<file path="src/rtl/l2_bank_port_arbiter.sv">
// Shares one L2 bank port among NUM_REQ TCDM requesters with two-class round-robin and starvation escape.
// Latency: the grant is combinational in the request cycle, and r_valid arrives one cycle after the handshake.
// Backpressure: mem_gnt_i=0 stalls every requester, and requests hold until granted. L2_ARB_PERF_CNT_EN adds grant counters.
module l2_bank_port_arbiter #(
    parameter int                 NUM_REQ      = 6,
    parameter int                 ADDR_WIDTH   = 32,
    parameter int                 DATA_WIDTH   = 32,
    parameter int                 BE_WIDTH     = DATA_WIDTH / 8,
    parameter logic [NUM_REQ-1:0] PRIO_MASK    = 6'b110000,
    parameter int                 STARVE_LIMIT = 8
) (
    input  logic                             clk_i,
    input  logic                             rst_i,
    input  logic [NUM_REQ-1:0]               req_i,
    input  logic [NUM_REQ*ADDR_WIDTH-1:0]    add_i,
    input  logic [NUM_REQ-1:0]               wen_i,
    input  logic [NUM_REQ*DATA_WIDTH-1:0]    wdata_i,
    input  logic [NUM_REQ*BE_WIDTH-1:0]      be_i,
    output logic [NUM_REQ-1:0]               gnt_o,
    output logic [NUM_REQ-1:0]               r_valid_o,
    output logic [DATA_WIDTH-1:0]            r_rdata_o,
    output logic                             mem_req_o,
    output logic [ADDR_WIDTH-1:0]            mem_add_o,
    output logic                             mem_wen_o,
    output logic [DATA_WIDTH-1:0]            mem_wdata_o,
    output logic [BE_WIDTH-1:0]              mem_be_o,
    input  logic                             mem_gnt_i,
    input  logic                             mem_rvalid_i,
    input  logic [DATA_WIDTH-1:0]            mem_rdata_i
`ifdef L2_ARB_PERF_CNT_EN
    ,
    input  logic                             perf_clr_i,
    output logic [NUM_REQ*32-1:0]            grant_cnt_o
`endif
);

    localparam int IDX_W = $clog2(NUM_REQ);
    typedef logic [IDX_W-1:0] idx_t;

    idx_t                 rr_ptr_q;
    logic [7:0]           wait_cnt_q [NUM_REQ];
    logic                 resp_pend_q;
    idx_t                 resp_id_q;
    logic [NUM_REQ-1:0]   req_hold_q;

    logic [NUM_REQ-1:0]   starved, hi_req, lo_req, sel_mask;
    idx_t                 win;
    logic                 any_req, hs;

    // First set bit of mask at or after ptr, scanning cyclically.
    function automatic idx_t rr_pick(input logic [NUM_REQ-1:0] mask, input idx_t ptr);
        idx_t res;
        logic found;
        int   j;
        res   = ptr;
        found = 1'b0;
        for (int k = 0; k < NUM_REQ; k++) begin
            j = (int'(ptr) + k) % NUM_REQ;
            if (!found && mask[j]) begin
                found = 1'b1;
                res   = idx_t'(j);
            end
        end
        return res;
    endfunction

    always_comb begin
        starved = '0;
        for (int i = 0; i < NUM_REQ; i++) begin
            starved[i] = req_i[i] && (wait_cnt_q[i] >= 8'(STARVE_LIMIT));
        end
        hi_req = req_i & PRIO_MASK;
        lo_req = req_i & ~PRIO_MASK;
        if (|starved)     sel_mask = starved;
        else if (|hi_req) sel_mask = hi_req;
        else              sel_mask = lo_req;
        win = rr_pick(sel_mask, rr_ptr_q);
    end

    assign any_req   = !rst_i && (|req_i);
    assign hs        = any_req && mem_gnt_i;
    assign mem_req_o = any_req;
    assign gnt_o     = hs ? (NUM_REQ'(1) << win) : '0;

    always_comb begin
        mem_add_o   = '0;
        mem_wen_o   = 1'b0;
        mem_wdata_o = '0;
        mem_be_o    = '0;
        if (any_req) begin
            for (int i = 0; i < NUM_REQ; i++) begin
                if (win == idx_t'(i)) begin
                    mem_add_o   = add_i[i*ADDR_WIDTH +: ADDR_WIDTH];
                    mem_wen_o   = wen_i[i];
                    mem_wdata_o = wdata_i[i*DATA_WIDTH +: DATA_WIDTH];
                    mem_be_o    = be_i[i*BE_WIDTH +: BE_WIDTH];
                end
            end
        end
    end

    // The bank never responds without a handshake, so a stray rvalid is masked by resp_pend_q.
    assign r_valid_o = (!rst_i && resp_pend_q && mem_rvalid_i) ? (NUM_REQ'(1) << resp_id_q) : '0;
    assign r_rdata_o = mem_rdata_i;

    always_ff @(posedge clk_i) begin
        if (rst_i) begin
            rr_ptr_q    <= '0;
            resp_pend_q <= 1'b0;
            resp_id_q   <= '0;
            req_hold_q  <= '0;
            for (int i = 0; i < NUM_REQ; i++) wait_cnt_q[i] <= '0;
        end else begin
            if (hs) begin
                rr_ptr_q  <= (win == idx_t'(NUM_REQ-1)) ? '0 : win + idx_t'(1);
                resp_id_q <= win;
            end
            resp_pend_q <= hs;
            req_hold_q  <= req_i & ~gnt_o;
            // Bank stalls count as waiting, so a stalled low-class port still ages toward a forced grant.
            for (int i = 0; i < NUM_REQ; i++) begin
                if (!req_i[i] || gnt_o[i])
                    wait_cnt_q[i] <= '0;
                else if (wait_cnt_q[i] < 8'(STARVE_LIMIT))
                    wait_cnt_q[i] <= wait_cnt_q[i] + 8'd1;
            end
        end
    end

    // A request withdrawn before its grant breaks the TCDM handshake.
    assert property (@(posedge clk_i) disable iff (rst_i) (req_hold_q & ~req_i) == '0);

`ifdef L2_ARB_PERF_CNT_EN
    logic [31:0] grant_cnt_q [NUM_REQ];

    always_ff @(posedge clk_i) begin
        if (rst_i || perf_clr_i) begin
            for (int i = 0; i < NUM_REQ; i++) grant_cnt_q[i] <= '0;
        end else begin
            for (int i = 0; i < NUM_REQ; i++) begin
                if (gnt_o[i]) grant_cnt_q[i] <= grant_cnt_q[i] + 32'd1;
            end
        end
    end

    always_comb begin
        grant_cnt_o = '0;
        for (int i = 0; i < NUM_REQ; i++) grant_cnt_o[i*32 +: 32] = grant_cnt_q[i];
    end
`endif

endmodule

</file>
<file path="config.mk">
export PLATFORM = sky130hd
export DESIGN_NAME = l2_bank_port_arbiter
export DESIGN_NICKNAME = d
export VERILOG_FILES = /design/src/rtl/l2_bank_port_arbiter.sv
export SDC_FILE = /design/constraint.sdc
export NUM_CORES = 1
export LEC_CHECK = 0
export BUFFER_PORTS_ARGS = -buffer_cell sky130_fd_sc_hd__buf_2
export CORE_AREA = 2 2 221 223
export CTS_BUF_LIST = sky130_fd_sc_hd__clkbuf_8
export DETAILED_ROUTE_END_ITERATION = 16
export DIE_AREA = 0 0 223 225
export GPL_TIMING_DRIVEN = 0
export PLACE_DENSITY_LB_ADDON = 0.05
export SYNTH_ARGS = -nofsm -noshare
export SYNTH_HDL_FRONTEND = slang
export SYNTH_SLANG_ARGS = --single-unit
</file>
<file path="constraint.sdc">
create_clock -name clk_i -period 18.4 [get_ports clk_i]
set_input_delay 2.76 -clock clk_i [delete_from_list [all_inputs] [get_ports clk_i]]
set_output_delay 2.76 -clock clk_i [all_outputs]
set_load 0.01 [all_outputs]
</file>
==> metrics.cfg <==
[clock_network]
cts_tree = done
clock-sinks = 55
htreeDepth = 2
clk_pin_slew_worst_paths_ns = 0.10
clk_latency_ns = 0.34
holdBufCountCts = 0
clockBufferDepth = 2
cts_resized = 0
cts-root-buf = clkbuf_8
cts_made_buffers = 5
post-cts-setup-buffers = 0

[sta]
fin_crit_sh_pct = 62.9
drv_slew = 0
worst_pin_slew_ns = 1.26
finalClockSkew_ns = 0.0177
final_hold_viol_count = 0
rsz0062_at_grt = false
fin_tns_setup_ns = 0
fmax_ghz = 0.0864
setup_viol = 0
post-route-min-period_ns = 11.57
slew_headroom_pct = 15.1

[cells_and_area]
final_core_util_pct = 24.8
nets = 2246
drive_above_1_share_pct = 35.3
multi_input_area_sq_um = 5870
fill_cells = 5517
regArea_sq_um = 1580
layout_common_cells = buf_2 (549), nand2_1 (357), a21oi_1 (106)
syn_to_final_growth_pct = 44.8
final_common_cell = buf_2

[routing]
first_pass_iters = 5
drt-total-wl_mm = 57.5
detail_route.vias_per_cell = 4.72
drtAntennaViolNets = 0
wl_per_cell_um = 24.1
dr.first_iter.drc_count = 667
route.detailed.drc = 0
vias = 11300

[die]
fp-row-count = 80
io_pins = 570
die_area_sq_um = 50200
die-width_um = 223
die_h_um = 225
start_util_pct = 17.1
core_sq_um = 47500

[synth]
synth_edf_count = 48
yosys.area.top_type = edfxtp_1
synth_flop_cell = edfxtp_1
synth.top_cell.area_share_pct = 17.7
synth_seq_cells = 55
async_reset_ff_share_pct = 0
synthTopCellsByArea = edfxtp_1 (18%), nand2_1 (16%), a21oi_1 (6.5%)
synth.avg_cell_area_sq_um = 6.79
syn_inst = 1200
ys_seq_area_share_pct = 19.4
synth.distinct_cells = 77
ys_warn_count = 0
netlist_area_sq_um = 8150

[worst_setup_path]
worstSetupEndpoint = mem_wdata_o[13]
critPathMaxStageDelay_ns = 0.65
r2r_cells = 22
crit_arrival_ns = 8.81
critPathBufInv = 7
timing.critical_path.mode_cell = buf_2
startpoint_type = input port
required_ns = 15.64
cp_max_fo = 10
crit_chain = buf_2, nor2_1, nand4_2, o31a_1, nor3b_1, a311oi_2, o221ai_2, xnor2_1, buf_2, clkbuf_1, buf_2, nor3_1, ha_1, clkbuf_1, o21bai_2, clkbuf_1, a221oi_1, a21oi_1, buf_2
cp.depth = 19
r2r-end = wait_cnt_q[3][6]
crit_slowest_cell = a221oi_1
crit_family = buffers and inverters
crit_path_start = req_i[4]
path_class = input port to output port
r2r_setup_slack_ns = 11.33
crit_path_end_kind = output port
reg2reg_from = rr_ptr_q[0]

[placed_design]
portBuffers = 537
place_congestion = 0.893
place.detailed.hpwl_mm = 48.3

[global_route]
grt_pass1_vias = 11500
grt_antenna_before_repair = 21
grt_overflow = 0
grt_pass1_wl_mm = 80.1
grt_max_degree = 19
gr-usage-all-layers_pct = 21.8

[worst_hold_path]
hp-class = flop to flop

[run]
timing.max_cap.violations = 0

[run_status]
status = finished clean

## logic make-up after synthesis
family / count (synthesis) / share of synthesized area (%)
fa+ha+maj: 23 / 3.53
flops: 55 / 19.4
xor+xnor: 16 / 1.72
buf+inv: 162 / 9.63
simple gates: 569 / 32.9
compound gates: 367 / 31.9
other cells: 1 / 0.0460
mux: 7 / 0.876
## synth_stat cells, drive strengths merged, types with 6 or more instances
library cell,instances
and3,18
dfxtp,7
a221oi,59
a21o,59
a21oi,107
clkbuf,75
o21ai,25
nand3,19
nor2,44
nand3b,59
or3,10
mux2i,6
inv,31
nand2,357
buf,56
ha,23
o211ai,65
a31oi,13
nor3,14
xnor2,11
edfxtp,48
## worst min-delay path: cells and delay by family (launching register included)
family / cells / cell delay (ns)
flip-flops: 1 / 0.40
AND/OR/NAND/NOR: 1 / 0.09
AO/OA/AOI/OAI: 1 / 0.07
## layer usage
layer  part of all wire, %  global-route usage [%]  wire, um  up-vias
li1                      -                       -         -     5415
met1                    41                    26.6     23800     5369
met2                    51                    40.4     29500      428
met3                   5.8                    4.22      3330       60
met4                   1.5                    3.10       840       14
met5                  0.14                       0        82        -
## worst min path at each step
stage	depth (start not counted)	slack [ns]	from	to
floorplan	2	0.50	resp_id_q[2]	resp_id_q[2]
global placement	2	0.60	resp_id_q[0]	resp_id_q[0]
detailed placement	2	0.60	resp_id_q[0]	resp_id_q[0]
CTS	2	0.62	resp_id_q[0]	resp_id_q[0]
global route	1	0.64	resp_id_q[1]	resp_id_q[1]
finish	2	0.61	resp_id_q[2]	resp_id_q[2]
## per-stage QoR
stage	std cells	setup slack, ns	instance area, sq um	hold WS [ns]
final	2390	6.83	11800	0.609
after global routing	2386	6.51	11800	0.644
after CTS	2383	6.74	11800	0.618
after detailed placement	2375	6.78	11700	0.596
after global placement	2375	6.78	11700	0.597
after floorplan	1223	9.17	8230	0.497
## cell type report
class                           instances  share of cell area (%)
Clock inverter                          3                   0.191
Buffer                                131                    5.66
Sequential cell                        55                    13.4
Clock buffer                            5                   0.583
Multi-Input combinational cell       1006                    49.7
Inverter                               31                   0.986
Tap cell                              615                    6.52
Timing Repair Buffer                  537                    22.8
Antenna cell                            7                   0.148
## state kept, by name, indices dropped and copies added (netlist names)
name         count
resp_id_q        3
resp_pend_q      1
rr_ptr_q         3
wait_cnt_q      48
Power is not shown: default switching activity piles up to over one toggle a cycle in this logic, so the estimate is an artifact.
